===== config.mk =====
export PLATFORM = sky130hd
export DESIGN_NAME = bell_scheduler
export DESIGN_NICKNAME = d
export VERILOG_FILES = /design/src/rtl/bell_scheduler.sv
export SDC_FILE = /design/constraint.sdc
export NUM_CORES = 1
export LEC_CHECK = 0
export ABC_CLOCK_PERIOD_IN_PS = 7600
export BUFFER_PORTS_ARGS = -buffer_cell sky130_fd_sc_hd__buf_2
export CAP_MARGIN = 20
export CORE_ASPECT_RATIO = 1.75
export CORE_UTILIZATION = 35
export CTS_CLUSTER_SIZE = 24
export DETAILED_ROUTE_END_ITERATION = 16
export PLACE_DENSITY = 0.63
export SLEW_MARGIN = 30
export SYNTH_ARGS = -nofsm -noshare
export SYNTH_HDL_FRONTEND = slang
export SYNTH_SLANG_ARGS = --single-unit

===== constraint.sdc =====
create_clock -name clk_50_i -period 7.6 [get_ports clk_50_i]
set_input_delay 0.76 -clock clk_50_i [delete_from_list [all_inputs] [get_ports clk_50_i]]
set_output_delay 0.76 -clock clk_50_i [all_outputs]
set_load 0.05 [all_outputs]

===== src/rtl/bell_scheduler.sv =====
// Bell scheduler: turns request edges into pending flags and launches one bell at a
// time on a tone generator, round-robin across sources, with an enforced idle gap.
module bell_scheduler #(
   parameter int unsigned NUM_REQ       = 4,
   parameter int unsigned GAP_CYCLES    = 2500000,
   parameter int unsigned START_TIMEOUT = 15
) (
   input  logic               clk_50_i,
   input  logic               reset_i,
   input  logic [NUM_REQ-1:0] req_i,
   input  logic               mute_i,
   input  logic               bell_done_i,
   output logic               bell_trigger_o,
   output logic [NUM_REQ-1:0] grant_o,
   output logic [3:0]         pending_o,
   output logic               busy_o,
   output logic               overflow_o
);

   localparam int unsigned GAP_W = $clog2(GAP_CYCLES + 1);
   localparam int unsigned TO_W  = $clog2(START_TIMEOUT + 1);
   localparam int unsigned IDX_W = (NUM_REQ > 1) ? $clog2(NUM_REQ) : 1;

   typedef enum logic [2:0] {
      S_IDLE,
      S_TRIGGER,
      S_WAIT_START,
      S_PLAY,
      S_GAP
   } state_t;

   state_t             r_state;
   state_t             w_state_nxt;
   logic [NUM_REQ-1:0] r_req_q;
   logic [NUM_REQ-1:0] r_pend;
   logic [NUM_REQ-1:0] r_grant;
   logic [NUM_REQ-1:0] w_grant_nxt;
   logic [NUM_REQ-1:0] w_edge;
   logic [NUM_REQ-1:0] w_drop;
   logic [NUM_REQ-1:0] w_clear;
   logic [NUM_REQ-1:0] w_pend_nxt;
   logic [NUM_REQ-1:0] w_win_oh;
   logic               r_armed;
   logic [IDX_W-1:0]   r_ptr;
   logic [IDX_W-1:0]   w_win_idx;
   logic               w_win_found;
   logic               w_launch;
   logic [TO_W-1:0]    r_to_cnt;
   logic [TO_W-1:0]    w_to_nxt;
   logic [GAP_W-1:0]   r_gap_cnt;
   logic [GAP_W-1:0]   w_gap_nxt;
   logic [3:0]         w_pend_cnt;
   logic [3:0]         r_pend_cnt;
   logic               r_trig;
   logic               r_busy;
   logic               r_ovf;

   // Round-robin pick: first pending source after the last winner.
   always_comb begin
      w_win_found = 1'b0;
      w_win_idx   = '0;
      for (int unsigned k = 1; k <= NUM_REQ; k++) begin
         if (!w_win_found && r_pend[IDX_W'((32'(r_ptr) + k) % NUM_REQ)]) begin
            w_win_found = 1'b1;
            w_win_idx   = IDX_W'((32'(r_ptr) + k) % NUM_REQ);
         end
      end
   end

   assign w_win_oh = NUM_REQ'(1) << w_win_idx;

   // Pending flags; a set wins over a same-cycle grant-clear. Edges are
   // suppressed on the first clock after reset so held-high lines stay quiet.
   always_comb begin
      w_edge     = r_armed ? (req_i & ~r_req_q) : '0;
      w_clear    = w_launch ? w_win_oh : '0;
      w_drop     = w_edge & r_pend & ~w_clear;
      w_pend_nxt = (r_pend & ~w_clear) | w_edge;
      w_pend_cnt = '0;
      for (int unsigned k = 0; k < NUM_REQ; k++) begin
         w_pend_cnt = w_pend_cnt + 4'(w_pend_nxt[k]);
      end
   end

   // Next-state and counter logic.
   always_comb begin
      w_state_nxt = r_state;
      w_to_nxt    = r_to_cnt;
      w_gap_nxt   = r_gap_cnt;
      w_grant_nxt = r_grant;
      w_launch    = 1'b0;
      case (r_state)
         S_IDLE: begin
            if ((|r_pend) && !mute_i && bell_done_i) begin
               w_launch    = 1'b1;
               w_grant_nxt = w_win_oh;
               w_state_nxt = S_TRIGGER;
            end
         end
         S_TRIGGER: begin
            w_to_nxt    = '0;
            w_state_nxt = S_WAIT_START;
         end
         S_WAIT_START: begin
            if (!bell_done_i) begin
               w_state_nxt = S_PLAY;
            end else if (r_to_cnt == TO_W'(START_TIMEOUT - 1)) begin
               w_gap_nxt   = GAP_W'(GAP_CYCLES - 1);
               w_state_nxt = S_GAP;
            end else begin
               w_to_nxt = r_to_cnt + TO_W'(1);
            end
         end
         S_PLAY: begin
            if (bell_done_i) begin
               w_gap_nxt   = GAP_W'(GAP_CYCLES - 1);
               w_state_nxt = S_GAP;
            end
         end
         S_GAP: begin
            if (r_gap_cnt == '0) begin
               w_grant_nxt = '0;
               w_state_nxt = S_IDLE;
            end else begin
               w_gap_nxt = r_gap_cnt - GAP_W'(1);
            end
         end
         default: begin
            w_grant_nxt = '0;
            w_state_nxt = S_IDLE;
         end
      endcase
   end

   always_ff @(posedge clk_50_i or posedge reset_i) begin
      if (reset_i) begin
         r_state <= S_IDLE;
      end else begin
         r_state <= w_state_nxt;
      end
   end

   // Datapath and outputs, registered from next-state values so they align with the state.
   always_ff @(posedge clk_50_i or posedge reset_i) begin
      if (reset_i) begin
         r_req_q    <= '0;
         r_armed    <= 1'b0;
         r_pend     <= '0;
         r_ptr      <= IDX_W'(NUM_REQ - 1);
         r_to_cnt   <= '0;
         r_gap_cnt  <= '0;
         r_grant    <= '0;
         r_pend_cnt <= '0;
         r_trig     <= 1'b0;
         r_busy     <= 1'b0;
         r_ovf      <= 1'b0;
      end else begin
         r_req_q    <= req_i;
         r_armed    <= 1'b1;
         r_pend     <= w_pend_nxt;
         if (w_launch) begin
            r_ptr <= w_win_idx;
         end
         r_to_cnt   <= w_to_nxt;
         r_gap_cnt  <= w_gap_nxt;
         r_grant    <= w_grant_nxt;
         r_pend_cnt <= w_pend_cnt;
         r_trig     <= (w_state_nxt == S_TRIGGER);
         r_busy     <= (w_state_nxt != S_IDLE);
         r_ovf      <= |w_drop;
      end
   end

   assign bell_trigger_o = r_trig;
   assign grant_o        = r_grant;
   assign pending_o      = r_pend_cnt;
   assign busy_o         = r_busy;
   assign overflow_o     = r_ovf;

endmodule


After elaboration in Yosys (flattened, before gate mapping) --
Index checks and enable logic that the tools add are counted. Widths: inputs -> output; s select.
Word-level totals: flip-flop bits (word level) 51, input port bits 8, word-level logic and storage cells 103
Cells by class: add/subtract/negate cells 9, order comparisons 4, equal/unequal tests 13, shift-type cells 1, mux-type cells 36, bitwise operators 8, reductions and logical operators 20
Operators by type and width (number):
- $mux 22 | 4
- $pmux 22 s3 | 1
- $mux 4 | 6
- $logic_not 22->1 | 1
- $sub 22x1->22 const B | 1
- $and 4x4->4 | 4
- $mux 3 | 5
- $pmux 3 s5 | 1
- $ne 2x2->1 const B | 7
- $lt 2x3->1 const B | 4
- $pmux 4 s3 | 1
- $mux 1 | 9
- $bmux 1 s2 | 4
- $mux 2 | 4
- $not 4->4 | 2
- $pmux 4 s2 | 1
- $reduce_or 4->1 | 2
- $eq 3x1->1 const B | 2
- $eq 3x2->1 const B | 2
- $reduce_and 3->1 | 2
- $reduce_bool 3->1 | 2
- $logic_and 1x1->1 | 5
- $reduce_and 5->1 | 1
- $add 2x1->2 const B | 2
- other kinds (14) | 18

Depth between registers and ports, before layout --
Gate-level depths: netlist of the first run.
word-level depth 21, mapped depth 11, depth with buffers taken out 9

Least setup slack after synthesis of the first run --
No wires, ideal clock.
kind input to register, start point in mute_i, end point reg r_pend_cnt[1], in the netlist pending_o[1], data arrival time 2974 ps, required time 7474 ps, slack 4500 ps, stages 9, path buffers 1, cells stage by stage nor4b_1 and3_1 clkbuf_1 a21boi_0 nand2_1 a22o_1 fa_1 ha_1 ha_1
On the way: word-level cells in the longest chain between the ends 12
Ends and longest elaborated chain:
- start, declared | RTL line 11 | input logic mute_i,
- $logic_not 1->1 | RTL line 94 | if ((|r_pend) && !mute_i && bell_done_i) begin
- $logic_and 1x1->1 (2 in a row) | RTL line 94
- $mux 1 | RTL line 94
- $mux 1 | RTL line 92 | case (r_state)
- $mux 4 | RTL line 76 | w_clear = w_launch ? w_win_oh : '0;
- $not 4->4 | RTL line 78 | w_pend_nxt = (r_pend & ~w_clear) | w_edge;
- $and 4x4->4 | RTL line 78
- $or 4x4->4 | RTL line 78
- net w_pend_nxt[1] | RTL line 41 | logic [NUM_REQ-1:0] w_pend_nxt;
- $add 1x1->2 | RTL line 81 | w_pend_cnt = w_pend_cnt + 4'(w_pend_nxt[k]);
- $add 2x1->3 | RTL line 81
- $add 3x1->4 | RTL line 81
- net w_pend_cnt[1] | RTL line 52 | logic [3:0] w_pend_cnt;
- end signal, assigned | RTL line 167 | r_pend_cnt <= w_pend_cnt;
- end, declared | RTL line 53 | logic [3:0] r_pend_cnt;
The timed path passes the listed nets, and every way through them passes these cells. A chain may end at the register's enable or synchronous reset.

Final worst setup path of the first run --
start point in bell_done_i, end point reg r_pend_cnt[1], in the netlist pending_o[1]
On the way: word-level cells in the longest chain between the ends 10
Ends and longest elaborated chain:
- start, declared | RTL line 12 | input logic bell_done_i,
- $logic_and 1x1->1 | RTL line 94
- $mux 1 | RTL line 94
- $mux 1 | RTL line 92
- $mux 4 | RTL line 76
- $not 4->4 | RTL line 78
- $and 4x4->4 | RTL line 78
- $or 4x4->4 | RTL line 78
- net w_pend_nxt[1] | RTL line 41
- $add 1x1->2 | RTL line 81
- $add 2x1->3 | RTL line 81
- $add 3x1->4 | RTL line 81
- net w_pend_cnt[1] | RTL line 52
The timed path passes the listed nets, and every way through them passes these cells.

==> impl_metrics.json, run 1 <==
{
  "grt_overflow": 0,
  "die-area_um2": 7130,
  "r2r_cells": 8,
  "synth_ff_type": "dfrtp_1",
  "synthCells": 238,
  "worst_ep_required_time_ns": 7.77,
  "synth_top_area_cell": "dfrtp_1",
  "fin_nets": 271,
  "cts_tree": "done",
  "hold_path_depth": 1,
  "rows": 39,
  "tightestPinTransition_ns": 0.619,
  "setup.worst_path.end": "pending_o[1]$_DFF_PP0_",
  "synthToLayoutAreaGrowth_pct": 14.4,
  "grtUsageTotal_pct": 15.2,
  "p_leak_nw": 1.12,
  "regArea_um2": 1250,
  "synth_top_cells_by_count": "48 x dfrtp_1, 32 x nand2_1, 17 x nor2_1",
  "cts_setup_buffers": 0,
  "synth_edf_count": 0,
  "cts_resized": 0,
  "clkLatencyLatePin_ns": 0.29,
  "synth_nets": 252,
  "synth_warnings": 0,
  "rrSetupSlack_ns": 4.63,
  "setup_tns_ns": 0,
  "clk_path_buf_depth": 2,
  "cp.arrival_ns": 3.23,
  "ant_nets": 0,
  "wl_um": 4800,
  "dr_total_vias": 1783,
  "viasPerCell": 5.24,
  "crit_start": "bell_done_i",
  "yosysTopAreaCellShare_pct": 50.6,
  "worstReg2RegEnd": "pending_o[1]$_DFF_PP0_",
  "max_cap_viol_count": 0,
  "synth_area_um2": 2370,
  "clock-skew-final_ns": 0.00426,
  "antenna_found_initial": 0,
  "final_util_pct": 41.6,
  "synth_area_leaders": "dfrtp_1 51%, nand2_1 5.1%, o21ai_0 3.0%, a21oi_1 2.7%, nor2_1 2.7%",
  "fin_ws_ns": 4.54,
  "clkSlewWorstSetupHoldPaths_ns": 0.06,
  "drcViolationCount": 0,
  "ys_seq_area_share_pct": 52.8,
  "setup_viol": 0,
  "start_kind": "input port",
  "gp_congestion": 0.781,
  "drive_above_1_share_pct": 14.0,
  "syn_area_per_cell_um2": 9.98,
  "worst_r2r_startpoint": "r_state[1]$_DFF_PP0_",
  "cts.sinks": 50,
  "fillers": 660,
  "post_drt_wl_per_cell_um": 14.1,
  "rsz0062_at_grt": "no",
  "multi_input_area_um2": 1070,
  "synthArstFlopShare_pct": 100,
  "grt_max_degree": 51,
  "min_period_ns": 3.06,
  "cts_made_buffers": 5,
  "maxSlewViolCount": 0,
  "totalPowerFinal_mw": 0.953,
  "slew-limit-headroom_pct": 58.7,
  "finalHoldViolCount": 0,
  "max-vdd-ir-drop_mv": 0.221,
  "die_x_um": 64.3,
  "dp_hpwl_um": 3500,
  "dr.pass1.iters": 4,
  "run_status": "finished clean",
  "synth-seq-cells": 50,
  "core_area_um2": 6540,
  "synth_cell_type_count": 48,
  "dp_slack_ns": 4.25,
  "worstPathMaxFanout": 6,
  "critPathKind": "input port to flop",
  "cts-root-buf": "clkbuf_16",
  "yosysMostFrequentCell": "dfrtp_1",
  "cts-htree-levels": 2,
  "max_freq_mhz": 327,
  "grt_pass1_wl_um": 8430,
  "hold_class": "flop to flop",
  "power.density_nw_per_um2": 351,
  "end_kind": "flop",
  "antenna_cells": 0,
  "grt_pass1_vias": 1884,
  "drtIter0Drc": 66,
  "die_h_um": 111,
  "numPortBuffers": 17,
  "ctsHoldBuffers": 0,
  "start_util_pct": 36.3,
  "whs_ns": 0.502,
  "post-route-period-util_pct": 40.2,
  "ios": 19
}
[area by class of cell]
class	instances	area share (%)
flip-flops and latches	50	46.1
multi-input cells	174	39.4
clock buffers	8	6.12
well taps	82	3.78
repair buffers	18	3.41
inverters	8	1.20
[state kept, by name (all words and copies together), names as in the netlist]
register	flops
r_to_cnt	4
overflow_o	1
grant_o	4
r_state	3
r_pend	4
pending_o	3
r_armed	1
bell_trigger_o	1
r_ptr	2
busy_o	1
r_gap_cnt	22
r_req_q	4
[kinds of logic (layout without fill, tap and decap cells)]
group,count (synthesis),after routing,share of synthesized area [%]
adder cells (fa/ha/maj),6,6,3.48
XOR/XNOR,11,11,4.06
AO/OA/AOI/OAI,44,44,11.9
buffers and inverters,14,34,2.48
multiplexers,1,1,0.422
other,2,2,0.316
flip-flops,50,50,52.8
AND/OR/NAND/NOR,110,110,24.6
[how the worst min path moves through the flow]
stage                          endpoint                      from
5_1_grt        r_gap_cnt[4]$_DFFE_PP0P_  r_gap_cnt[4]$_DFFE_PP0P_
2_1_floorplan  r_gap_cnt[0]$_DFFE_PP0P_  r_gap_cnt[0]$_DFFE_PP0P_
4_1_cts        r_gap_cnt[4]$_DFFE_PP0P_  r_gap_cnt[4]$_DFFE_PP0P_
3_3_place_gp   r_gap_cnt[4]$_DFFE_PP0P_  r_gap_cnt[4]$_DFFE_PP0P_
6_report       r_gap_cnt[4]$_DFFE_PP0P_  r_gap_cnt[4]$_DFFE_PP0P_
3_5_place_dp     grant_o[3]$_DFFE_PP0P_    grant_o[3]$_DFFE_PP0P_
[worst max-delay path, stage by stage]
cell	delay [ns]
buf_2	0.12
nor4b_1	0.38
and3_1	0.32
a21boi_0	0.32
nand2_1	0.12
a22o_1	0.30
fa_1	0.45
ha_1	0.20
ha_1	0.26
[routing by layer]
layer | track usage (%) | share of wire, %
met4 | 6.96 | 2.9
met2 | 28.3 | 56
met3 | 2.88 | 2.3
met5 | 0 | 0
met1 | 15.9 | 39
[layout by cell type (no fill, tap or decap), drive strengths merged, types with 2 or more instances in the layout]
cell type	Yosys	routed
nor3	12	12
xnor2	6	6
clkbuf	3	8
inv	8	8
dfstp	2	2
or4	5	5
a31oi	2	2
nor2b	6	6
nand3	8	8
nand3b	2	2
o21ai	14	14
buf	3	18
a21boi	2	2
a31o	2	2
a21oi	13	13
conb	2	2
xor2	5	5
or4b	2	2
nand4b	2	2
nand2	32	32
nand2b	5	5
or3	6	6
nor2	17	17
ha	5	5
nor4	4	4
nand4	2	2
dfrtp	48	48
nor3b	2	2
[report_power, final]
part	total, mW	switching, mW	internal, mW
Clock	0.242	0.0926	0.149
Sequential	0.408	0.0687	0.340
Combinational	0.303	0.198	0.105
[metrics by stage]
step	std cells	area (um2)
after global routing	340	2720
after CTS	340	2710
after floorplan	238	2370
after global placement	332	2540
final	340	2720
after detailed placement	332	2540
(Power assumes the default switching activity.)
==> run 2, diff against run 1 <==
Settings changed: ABC_CLOCK_PERIOD_IN_PS 7600 to 2600, PLACE_DENSITY 0.63 to 0.65.
Clock period 7.6 ns to 2.6 ns, I/O delays scaled along.
==> run 2 against run 1 <==
Clock skew about the same. Clock-buffer cell count decreased by 1. Final cell count increased by 5.3%. Critical path type is now flop to flop. Critical endpoint unchanged.
==> impl_metrics.json, run 2 (synthesis results as in run 1) <==
{
  "start_util_pct": 36.3,
  "max_freq_mhz": 398,
  "ios": 19,
  "p_sw_share_pct": 37.1,
  "ant_nets": 0,
  "final_cells": 358,
  "finalHoldViolCount": 0,
  "power.density_nw_per_um2": 1040,
  "tightestPinTransition_ns": 0.626,
  "cts_made_buffers": 5,
  "placed_cell_area_um2": 2670,
  "rsz0062_at_grt": "yes",
  "worst_ep_required_time_ns": 2.78,
  "crit_path_max_incr_delay_ns": 0.58,
  "end_kind": "flop",
  "numPortBuffers": 17,
  "fin_ws_ns": 0.0904,
  "hold_class": "input port to flop",
  "combPwrFrac_pct": 38.3,
  "cp.arrival_ns": 2.69,
  "drive_above_1_share_pct": 22.1,
  "drtIter0Drc": 46,
  "setup_tns_ns": 0,
  "post_drt_wl_per_cell_um": 13.9,
  "die_x_um": 64.3,
  "dp_hpwl_um": 3580,
  "min_period_ns": 2.51,
  "fin_nets": 289,
  "grt_pass1_vias": 1997,
  "largest_register": "r_gap_cnt",
  "grt_pass1_wl_um": 8770,
  "core_area_um2": 6540,
  "clk_path_buf_depth": 2,
  "internal_power_mw": 1.89,
  "max-vdd-ir-drop_mv": 0.594,
  "final_area_um2": 2900,
  "wl_um": 4980,
  "fillers": 647,
  "antenna_cells": 0,
  "drcViolationCount": 0,
  "cts.sinks": 50,
  "worstPathMaxFanout": 6,
  "start_kind": "flop",
  "viasPerCell": 5.24,
  "critPathKind": "flop to flop",
  "cts-htree-levels": 2,
  "synthToLayoutAreaGrowth_pct": 22.2,
  "pwr-share-seq_pct": 37.9,
  "clkLatencyLatePin_ns": 0.28,
  "maxSlewViolCount": 0,
  "grt_max_degree": 51,
  "grt_overflow": 0,
  "cts_tree": "done",
  "die-area_um2": 7130,
  "die_h_um": 111,
  "final_common_cell": "dfrtp_1",
  "final_util_pct": 44.4,
  "post-route-period-util_pct": 96.5,
  "rows": 39,
  "dp_slack_ns": 0.0278,
  "grtUsageTotal_pct": 15.6,
  "clock-skew-final_ns": 0.00411,
  "cp_cell_sequence": "inv_1 -> o32a_1 -> a21boi_4 -> nand2_2 -> a22o_1 -> fa_1 -> ha_2 -> ha_4",
  "setup_viol": 0,
  "pwr-share-clk_pct": 23.8,
  "ctsHoldBuffers": 0,
  "totalPowerFinal_mw": 3.01,
  "final_cell_mix": "48 x dfrtp_1, 28 x nand2_1, 19 x buf_4, 17 x nor2_1, 17 x buf_2",
  "clkSlewWorstSetupHoldPaths_ns": 0.06,
  "dp_cells": 348,
  "dr_total_vias": 1875,
  "cts-root-buf": "clkbuf_16",
  "dr.pass1.iters": 4,
  "run_status": "finished clean",
  "cpMaxStageDelayCell": "dfstp_2",
  "whs_ns": 0.0921,
  "antenna_found_initial": 0,
  "gp_congestion": 0.752,
  "slew-limit-headroom_pct": 58.3,
  "max_cap_viol_count": 0,
  "largest_reg_flops": 22,
  "p_leak_nw": 1.21,
  "p_switching_mw": 1.12
}
[run 2: cell count changes in the layout (fill, tap and decap cells not counted), moves of 2 or more]
cell | before | now
buf_4 | 1 | 19
clkbuf_8 | 3 | 0
nand2_2 | 0 | 4
clkbuf_1 | 0 | 2
nand2_1 | 32 | 28
ha_1 | 5 | 3
[run 2: power groups by stage]
stage	Clock [mW]	Sequential, mW	Combinational [mW]
after global routing	0.761	1.17	1.27
final	0.717	1.14	1.15
after detailed placement	0	1.15	1.06
after global placement	0	1.14	1.04
after floorplan	0	1.32	0.534
after CTS	0.734	1.14	1.08
[run 2: final timing paths]
| check | startpoint | end | slack, ns | cells past startpoint |
|---|---|---|---|---|
| setup reg to reg | r_ptr[1]$_DFFE_PP1N_ | pending_o[1]$_DFF_PP0_ | 0.09 | 8 |
| min in group asynchronous | reset_i | pending_o[2]$_DFF_PP0_ | 0.12 | 3 |
| setup / recovery | r_ptr[1]$_DFFE_PP1N_ | pending_o[1]$_DFF_PP0_ | 0.09 | 8 |
| hold / removal | req_i[2] | r_req_q[2]$_DFF_PP0_ | 0.09 | 1 |
| hold reg to reg | grant_o[0]$_DFFE_PP0P_ | grant_o[0]$_DFFE_PP0P_ | 0.48 | 2 |
| max in group asynchronous | reset_i | r_to_cnt[2]$_DFFE_PP0P_ | 2.04 | 3 |
[run 2: routing by layer]
| metal | global-route usage (%) | up-vias | routed length [um] |
|---|---|---|---|
| met5 | 0 | - | 0 |
| met4 | 6.81 | 0 | 137 |
| met3 | 2.57 | 11 | 136 |
| met2 | 29.6 | 29 | 2770 |
| met1 | 16.1 | 921 | 1930 |
| li1 | - | 914 | - |
[run 2: timing repair]
action	CTS	global route
gates resized for setup	1	10
pin swaps	0	3
endpoints found under the setup margin	1	2
hold endpoints to repair	0	0
setup buffers	0	2
[run 2: final cells by class]
cell class / count / area, um2 / share of cell area (%)
clock buffer: 7 / 133 / 4.57
clock inverter: 1 / 30.0 / 1.03
tap: 82 / 103 / 3.54
multi-input combinational: 174 / 1120 / 38.8
inverter: 8 / 30.0 / 1.03
sequential: 50 / 1250 / 43.2
timing repair buffer: 36 / 228 / 7.85
[run 2: critical path: cells and delay by family, from the launching register on]
kind                       cells  cell delay [ns]
and+or+nand+nor                1             0.07
DFF                            1             0.58
adders and majority gates      3             0.87
buffers and inverters          1             0.07
AOI/OAI and AO/OA              3             0.81
==> run 3, diff against run 2 <==
Settings changed: CORE_MARGIN from default to 3.
==> run 3 against run 2 <==
Power fell by 2.4%. Setup slack got worse by 0.013 ns. Register-to-register slack barely moved. Clock-buffer cell count fell by 1. Via count fell by 2.8%. Non-clock buffer count rose by 1. Worst hold slack got worse by 0.0025 ns. Global-route usage fell by 1.7 points. Fmax fell by 0.50%. Cell area rose by 0.22%. Sequential power barely moved.
==> impl_metrics.json, run 3 (synthesis results as in run 1) <==
{
  "run_status": "finished clean",
  "max_freq_mhz": 396,
  "cts_tree": "done",
  "synthToLayoutAreaGrowth_pct": 22.4,
  "clkLatencyLatePin_ns": 0.29,
  "ios": 19,
  "hold_class": "input port to flop",
  "largest_reg_flops": 22,
  "grt_max_degree": 48,
  "drcViolationCount": 0,
  "core_area_um2": 6540,
  "critPathKind": "flop to flop",
  "largest_register": "r_gap_cnt",
  "end_kind": "flop",
  "final_common_cell": "dfrtp_1",
  "max_cap_viol_count": 0,
  "rows": 39,
  "antenna_found_initial": 0,
  "grt_pass1_vias": 1840,
  "drive_above_1_share_pct": 22.4,
  "power.density_nw_per_um2": 1010,
  "final_area_um2": 2910,
  "worst_ep_required_time_ns": 2.78,
  "cp.arrival_ns": 2.70,
  "numPortBuffers": 17,
  "grt_overflow": 0,
  "antenna_cells": 0,
  "rrSetupSlack_ns": 0.08,
  "worstPathMaxFanout": 3,
  "ant_nets": 0,
  "dp_hpwl_um": 3520,
  "setup.worst_path.end": "pending_o[1]$_DFF_PP0_",
  "drtIter0Drc": 91,
  "crit_start": "r_ptr[0]$_DFFE_PP1N_",
  "start_kind": "flop",
  "maxSlewViolCount": 0,
  "wl_um": 4910,
  "final_cell_mix": "48 x dfrtp_1, 29 x nand2_1, 18 x buf_4, 17 x nor2_1, 17 x buf_2",
  "finalHoldViolCount": 0,
  "r2r_cells": 8,
  "viasPerCell": 5.08,
  "clk_path_buf_depth": 2,
  "post-route-period-util_pct": 97.0,
  "worst_r2r_startpoint": "r_ptr[0]$_DFFE_PP1N_",
  "die-area_um2": 7850,
  "cts.sinks": 50,
  "start_util_pct": 36.3,
  "cts-root-buf": "clkbuf_16",
  "cts_made_buffers": 5,
  "worstReg2RegEnd": "pending_o[1]$_DFF_PP0_",
  "dr_total_vias": 1823,
  "die_x_um": 68.3,
  "fin_nets": 290,
  "totalPowerFinal_mw": 2.93,
  "gp_congestion": 0.829,
  "setup_viol": 0,
  "die_h_um": 115,
  "cts-htree-levels": 2,
  "dr.pass1.iters": 4,
  "max-vdd-ir-drop_mv": 0.651,
  "grtUsageTotal_pct": 13.9,
  "min_from": "req_i[2]",
  "clock-skew-final_ns": 0.00815,
  "placed_cell_area_um2": 2680,
  "p_leak_nw": 1.21,
  "grt_pass1_wl_um": 8320,
  "min_period_ns": 2.52,
  "post_drt_wl_per_cell_um": 13.7,
  "clkSlewWorstSetupHoldPaths_ns": 0.06
}
==> run 3: timing repair <==
| action | CTS | global route |
|---|---|---|
| setup buffers | 1 | 1 |
| pin swaps | 1 | 5 |
| gates resized for setup | 0 | 10 |
| endpoints found under the setup margin | 1 | 2 |
| hold endpoints to repair | 3 | 0 |
| hold buffers | 1 | 0 |
==> run 3: layer usage <==
metal	GRT usage (%)	vias up	routed length, um	share of wire [%]
met2	24.7	29	2730	56
met4	4.78	0	72	1.5
met3	2.74	6	121	2.5
li1	-	913	-	-
met5	0	-	0	0
met1	16.0	875	1990	40
==> run 3: where the power goes <==
| part | internal, mW | switching, mW | total (mW) |
|---|---|---|---|
| sequential | 0.992 | 0.148 | 1.14 |
| combinational | 0.439 | 0.698 | 1.14 |
| clock | 0.381 | 0.275 | 0.656 |
| total | 1.81 | 1.12 | 2.93 |
==> run 3: layout make-up <==
class | count | area [um2]
fill | 639 | 3630
tap | 82 | 103
clock inverter | 2 | 12.5
inverter | 8 | 30.0
sequential | 50 | 1250
timing repair buffer | 37 | 250
multi-input combinational | 174 | 1120
clock buffer | 6 | 139
==> run 3: how the worst min path moves through the flow <==
stage,to,cells after the start
2_1_floorplan,r_req_q[0]$_DFF_PP0_,0
3_3_place_gp,pending_o[0]$_DFF_PP0_,2
3_5_place_dp,pending_o[1]$_DFF_PP0_,2
4_1_cts,r_req_q[2]$_DFF_PP0_,1
5_1_grt,r_req_q[2]$_DFF_PP0_,1
6_report,r_req_q[2]$_DFF_PP0_,1
==> run 3: per-stage QoR <==
| stage | hold WS [ns] | setup TNS, ns | worst slack [ns] | util (%) | cells |
|---|---|---|---|---|---|
| floorplan | 0.291 | 0 | 0.00414 | - | 238 |
| finish | 0.0895 | 0 | 0.0778 | 44.5 | 359 |
| CTS | 0.0845 | 0 | 0.00407 | 43.6 | 358 |
| global route | 0.0887 | -0.0255 | -0.0255 | 44.5 | 359 |
| global placement | 0.135 | 0 | 0.0735 | 41.0 | 348 |
| detailed placement | 0.136 | 0 | 0.0299 | 41.0 | 348 |
==> run 3: critical path, stage by stage (launching register included) <==
cell and delay (ns):
dfstp_2 0.54, inv_1 0.06, o32a_1 0.39, a21boi_4 0.20, nand2_2 0.08, a22o_1 0.27, fa_1 0.50, ha_2 0.19
ha_4 0.19
